### src/rtl/alu_mc.sv
// Multi-cycle ALU: registered single-cycle ops plus iterative shift-add multiply
// and restoring unsigned divide. Define ALU_MC_DIV_EN to include the divider.
module alu_mc #(
  parameter int WIDTH = 16
) (
  input  logic             clock,
  input  logic             reset,
  input  logic             start,
  input  logic [3:0]       op,
  input  logic [WIDTH-1:0] X,
  input  logic [WIDTH-1:0] Y,
  output logic             busy,
  output logic             done,
  output logic [WIDTH-1:0] Z,
  output logic             zero,
  output logic             div0
);

  localparam int SW = $clog2(WIDTH);

  typedef enum logic {IDLE, EXEC} state_t;

  state_t             state;
  logic [SW-1:0]      count;
  logic [2*WIDTH-1:0] prod;
  logic [WIDTH-1:0]   a_q;
  logic               hi_sel;
`ifdef ALU_MC_DIV_EN
  logic               div_sel;
`endif

  logic [SW-1:0]      shamt;
  logic [WIDTH-1:0]   quick_z;
  logic               quick_div0;
  logic               is_iter;

  assign shamt = Y[SW-1:0];

  // Result of every op that completes in the accepting cycle.
  always_comb begin
    quick_z    = '0;
    quick_div0 = 1'b0;
    is_iter    = 1'b0;
    case (op)
      4'd0:  quick_z = X + Y;
      4'd1:  quick_z = X - Y;
      4'd2:  quick_z = X & Y;
      4'd3:  quick_z = X | Y;
      4'd4:  quick_z = X ^ Y;
      4'd5:  quick_z = X >> shamt;
      4'd6:  quick_z = X << shamt;
      4'd7:  quick_z = {{(WIDTH-1){1'b0}}, (X >= Y)};
      4'd8,
      4'd9:  is_iter = 1'b1;
`ifdef ALU_MC_DIV_EN
      4'd10: begin
        if (Y == '0) begin
          quick_z    = '1;
          quick_div0 = 1'b1;
        end else begin
          is_iter = 1'b1;
        end
      end
      4'd11: begin
        if (Y == '0) begin
          quick_z    = X;
          quick_div0 = 1'b1;
        end else begin
          is_iter = 1'b1;
        end
      end
`endif
      4'd12: quick_z = $unsigned($signed(X) >>> shamt);
      4'd13: quick_z = {{(WIDTH-1){1'b0}}, ($signed(X) >= $signed(Y))};
      default: quick_z = '0;
    endcase
  end

  // prod holds {high, low}: product accumulator and multiplier for multiply,
  // {partial remainder, dividend/quotient} for divide.
  logic [WIDTH:0]     mul_sum;
  logic [2*WIDTH-1:0] mul_next;
  logic [2*WIDTH-1:0] iter_next;
  logic [WIDTH-1:0]   iter_z;

  assign mul_sum  = {1'b0, prod[2*WIDTH-1:WIDTH]} + (prod[0] ? {1'b0, a_q} : '0);
  assign mul_next = {mul_sum, prod[WIDTH-1:1]};

`ifdef ALU_MC_DIV_EN
  logic [WIDTH:0]     div_shift;
  logic               div_ge;
  logic [WIDTH:0]     div_rem;
  logic [2*WIDTH-1:0] div_next;

  assign div_shift = {prod[2*WIDTH-1:WIDTH], prod[WIDTH-1]};
  assign div_ge    = div_shift >= {1'b0, a_q};
  assign div_rem   = div_ge ? (div_shift - {1'b0, a_q}) : div_shift;
  assign div_next  = {div_rem[WIDTH-1:0], prod[WIDTH-2:0], div_ge};
  assign iter_next = div_sel ? div_next : mul_next;
`else
  assign iter_next = mul_next;
`endif

  // Ops 9 and 11 take the upper half: product high word or remainder.
  assign iter_z = hi_sel ? iter_next[2*WIDTH-1:WIDTH] : iter_next[WIDTH-1:0];

  always_ff @(posedge clock) begin
    if (reset) begin
      state   <= IDLE;
      count   <= '0;
      prod    <= '0;
      a_q     <= '0;
      hi_sel  <= 1'b0;
`ifdef ALU_MC_DIV_EN
      div_sel <= 1'b0;
`endif
      busy    <= 1'b0;
      done    <= 1'b0;
      Z       <= '0;
      zero    <= 1'b1;
      div0    <= 1'b0;
    end else begin
      done <= 1'b0;
      case (state)
        IDLE: begin
          if (start) begin
            if (is_iter) begin
              state  <= EXEC;
              busy   <= 1'b1;
              count  <= '0;
              hi_sel <= op[0];
`ifdef ALU_MC_DIV_EN
              div_sel <= op[1];
              if (op[1]) begin
                prod <= {{WIDTH{1'b0}}, X};
                a_q  <= Y;
              end else begin
                prod <= {{WIDTH{1'b0}}, Y};
                a_q  <= X;
              end
`else
              prod <= {{WIDTH{1'b0}}, Y};
              a_q  <= X;
`endif
            end else begin
              Z    <= quick_z;
              zero <= (quick_z == '0);
              div0 <= quick_div0;
              done <= 1'b1;
            end
          end
        end
        EXEC: begin
          prod <= iter_next;
          if (count == SW'(WIDTH - 1)) begin
            state <= IDLE;
            busy  <= 1'b0;
            done  <= 1'b1;
            count <= '0;
            Z     <= iter_z;
            zero  <= (iter_z == '0);
            div0  <= 1'b0;
          end else begin
            count <= count + 1'b1;
          end
        end
        default: state <= IDLE;
      endcase
    end
  end

endmodule

### config.mk
export PLATFORM = sky130hd
export DESIGN_NAME = alu_mc
export DESIGN_NICKNAME = d
export VERILOG_FILES = /design/src/rtl/alu_mc.sv
export SDC_FILE = /design/constraint.sdc
export NUM_CORES = 1
export LEC_CHECK = 0
export BUFFER_PORTS_ARGS = -buffer_cell sky130_fd_sc_hd__clkbuf_2
export CELL_PAD_IN_SITES_DETAIL_PLACEMENT = 0
export CELL_PAD_IN_SITES_GLOBAL_PLACEMENT = 1
export CORE_MARGIN = 1
export CORE_UTILIZATION = 49
export CTS_CLUSTER_SIZE = 24
export DETAILED_ROUTE_END_ITERATION = 16
export PLACE_DENSITY = 0.89
export SYNTH_ARGS = -nofsm -noshare
export SYNTH_HDL_FRONTEND = slang
export SYNTH_SLANG_ARGS = --single-unit
export TNS_END_PERCENT = 5
### constraint.sdc
create_clock -name clock -period 5.3 [get_ports clock]
set_clock_uncertainty 0.2 [all_clocks]
set_input_delay 0 -clock clock [delete_from_list [all_inputs] [get_ports clock]]
set_output_delay 0 -clock clock [all_outputs]
set_load 0.03 [all_outputs]
==> results.toml <==
[synthesis]
syn_inst = 1144
yosysSeqAreaShare_pct = 17.8
ys_async_sr_fraction_pct = 0
synth_edf_count = 0
ys_types = 88
synthFlopType = "dfxtp_1"
synth_nets = 1252
synth_area_um2 = 8200
ys_ff_latch = 73
yosys_warnings = 0
syn_avg_cell_area_um2 = 7.17

[floorplanning]
die_area_um2 = 17300
start_util_pct = 50.9
dieHeight_um = 131
core_area_um2 = 16100
die_x_um = 131
ioPinCount = 59
rows = 46

[timing]
final-setup-viol-count = 0
setup_tns_ns = 0
hold_viol_final = 0
worstMarginPinSlew_ns = 1.10
period_needed_ns = 4.25
relSlewSlack_pct = 26.7
max_freq_mhz = 235
fin_crit_sh_pct = 80.3
whs_ns = 0.0699
rsz0062_at_grt = "no"
setup_ws_ns = 1.05
drv_slew = 0

[route]
antenna_left = 0
viasPerCell = 6.52
drc = 0
first_iter_violations = 1283
routed_wl_um = 30700
wl_per_cell_um = 22.0
firstDrtPassIters = 6
dr_total_vias = 9064

[setup_path]
crit_type = "input port to flip-flop"
reg2regPathDepth = 13
cp_max_fo = 11
critPathArrivalTime_ns = 4.30
slowest_delay_ns = 0.57
r2r-end = "zero"
cp-start-kind = "input port"
r2r_slack_ns = 1.40
timing.rr.start = "prod[0]"
crit_chain = "dlygate4sd3_1, clkbuf_2, inv_1, ha_1, or4_1, a211oi_1, nor3_1, o21a_1, a221o_1, a21boi_0, o2111ai_1, nor4b_2, nand3b_1, o31ai_2"
cp_slowest_cell = "or4_1"
end_kind = "flip-flop"
required_ns = 5.35

[clocking]
cts_buffers = 9
numClockSinks = 73
htree_num_levels = 3
clock-root-buffer = "clkbuf_16"
cts_tree = "yes"
cts_setup_buffers = 0
clk_transition_reported_paths_ns = 0.06
clk_latency_ns = 0.33
cts_max_path_buffers = 2

[placed_design]
place_ws_ns = 1.36
port_buffers = 57
hpwl_um = 22900
globalplace.congestion = 1.06
dpl.cell_count = 1357

[grt]
overflow = 0
grt_antenna_before_repair = 0
grt_pass1_wl_um = 47400
grt_pass1_vias = 8182
grt_usage_pct = 35.1
grt_max_degree = 71

[worst_hold_path]
hp-class = "input port to flip-flop"
hold_start = "Y[13]"
min_to = "prod[13]"
min_path_cells = 7

[power_and_ir_drop]
power_uw = 1780
power_density_nw_per_um2 = 196
leakage_uw = 0.00379
ir_drop_mv = 0.171

[cells_and_area]
drive_gt1_share_pct = 11.5
syn2layout_area_growth_pct = 10.4
finalNonFillerCells = 1391
fin_nets = 1277
nFillCells = 1630

[job]
maxCapViolations = 0

[status]
outcome = "completed"
-- cell type report --
type	instances	area, µm²	share of cell area [%]
multi-input cells	934	6210	68.6
flip-flops and latches	73	1460	16.1
repair buffers	95	613	6.77
well taps	216	270	2.98
clock buffers	11	253	2.79
inverters	56	210	2.32
clock inverters	5	37.5	0.414
diodes	1	2.50	0.0276
-- critical path: cells and delay by family --
family | cells | cell delay [ns]
AO/OA/AOI/OAI | 6 | 1.58
buffers and inverters | 3 | 0.99
adder cells (fa/ha/maj) | 1 | 0.50
AND/OR/NAND/NOR | 4 | 1.22
-- cell usage in the layout, fill, tap and decap left out, types with 10 or more instances in the layout --
master / synthesis / final
a31oi_1: 12 / 12
nor2_1: 159 / 159
o21ai_0: 43 / 43
nor3_1: 21 / 21
o22ai_1: 16 / 16
nor2b_1: 13 / 13
mux4_2: 10 / 10
and2_1: 19 / 19
nand2_1: 101 / 101
and3_1: 21 / 21
nand3_1: 29 / 28
inv_1: 52 / 52
mux2i_1: 27 / 27
ha_1: 66 / 66
a21oi_1: 132 / 132
o211ai_1: 18 / 18
dlygate4sd3_1: 0 / 17
a211oi_1: 15 / 15
xnor2_1: 12 / 12
nand4_1: 11 / 11
dfxtp_1: 73 / 72
clkbuf_2: 0 / 57
buf_4: 3 / 21
-- report_power, final --
part / switching (µW) / total (µW) / internal, µW
sequential: 12.9 / 580 / 567
combinational: 399 / 608 / 210
clock: 244 / 589 / 345
total: 655 / 1780 / 1120
-- cell families after synthesis --
| family | Yosys count | synth area share (%) |
|---|---|---|
| and+or+nand+nor | 442 | 26.1 |
| xor gates and xnor gates | 19 | 2.03 |
| buffers and inverters | 137 | 6.77 |
| DFF | 73 | 17.8 |
| other | 1 | 0.0457 |
| adders and majority gates | 69 | 10.8 |
| AOI/OAI and AO/OA | 347 | 27.3 |
| muxes | 56 | 9.09 |
-- per-layer routing --
layer	up-vias	track usage, %	wire length, µm	part of all wire, %
li1	4231	-	-	-
met1	4245	50.6	13800	45
met2	507	50.8	12700	41
met3	81	8.76	3210	10
met4	0	10.7	962	3.1
met5	-	0	0	0
-- state kept, by name (all words and copies together) (netlist names) --
register and cells:
count 4, Z 16, busy 1, zero 1, hi_sel 1, state 1, done 1, a_q 16
prod 32
-- metrics by stage --
step | area, µm² | utilization, %
3_3_place_gp | 8600 | 53.3
2_1_floorplan | 8200 | -
3_5_place_dp | 8600 | 53.3
4_1_cts | 9060 | 56.2
6_report | 9060 | 56.2
5_1_grt | 9060 | 56.2
-- synth_stat cells (9+ instances only) --
master	instances	area [µm²]
a31oi_1	12	75.1
nor4_1	9	56.3
dfxtp_1	73	1460
a21oi_1	132	661
nand2_1	101	379
and3_1	21	131
a221o_1	9	90.1
and2_1	19	119
nor2_1	159	597
buf_2	12	60.1
inv_1	52	195
o21ai_0	43	215
o22ai_1	16	100
nand4_1	11	68.8
nor3_1	21	105
a211oi_1	15	113
mux2i_1	27	270
o211ai_1	18	135
nor2b_1	13	81.3
or4_1	9	67.6
nand3_1	29	145
a221oi_1	9	78.8
xnor2_1	12	105
mux4_2	10	225
ha_1	66	826
clkbuf_1	56	210
-- worst max-delay path by stage --
stage               start   end  slack, ns  cells after the start
finish               X[6]  zero       1.05                     14
detailed placement   Y[1]  zero       1.36                     13
global route         X[7]  zero       0.88                     14
floorplan            Y[1]  zero       2.05                     13
global placement     X[6]  zero       1.41                     13
CTS                  X[6]  zero       1.16                     14
-- timing repair --
| action | CTS | global route |
|---|---|---|
| hold buffers | 17 | 0 |
| gates resized for setup | 0 | 0 |
| endpoints found under the hold margin | 17 | 0 |
No activity file was read; power rests on OpenSTA's default activity.
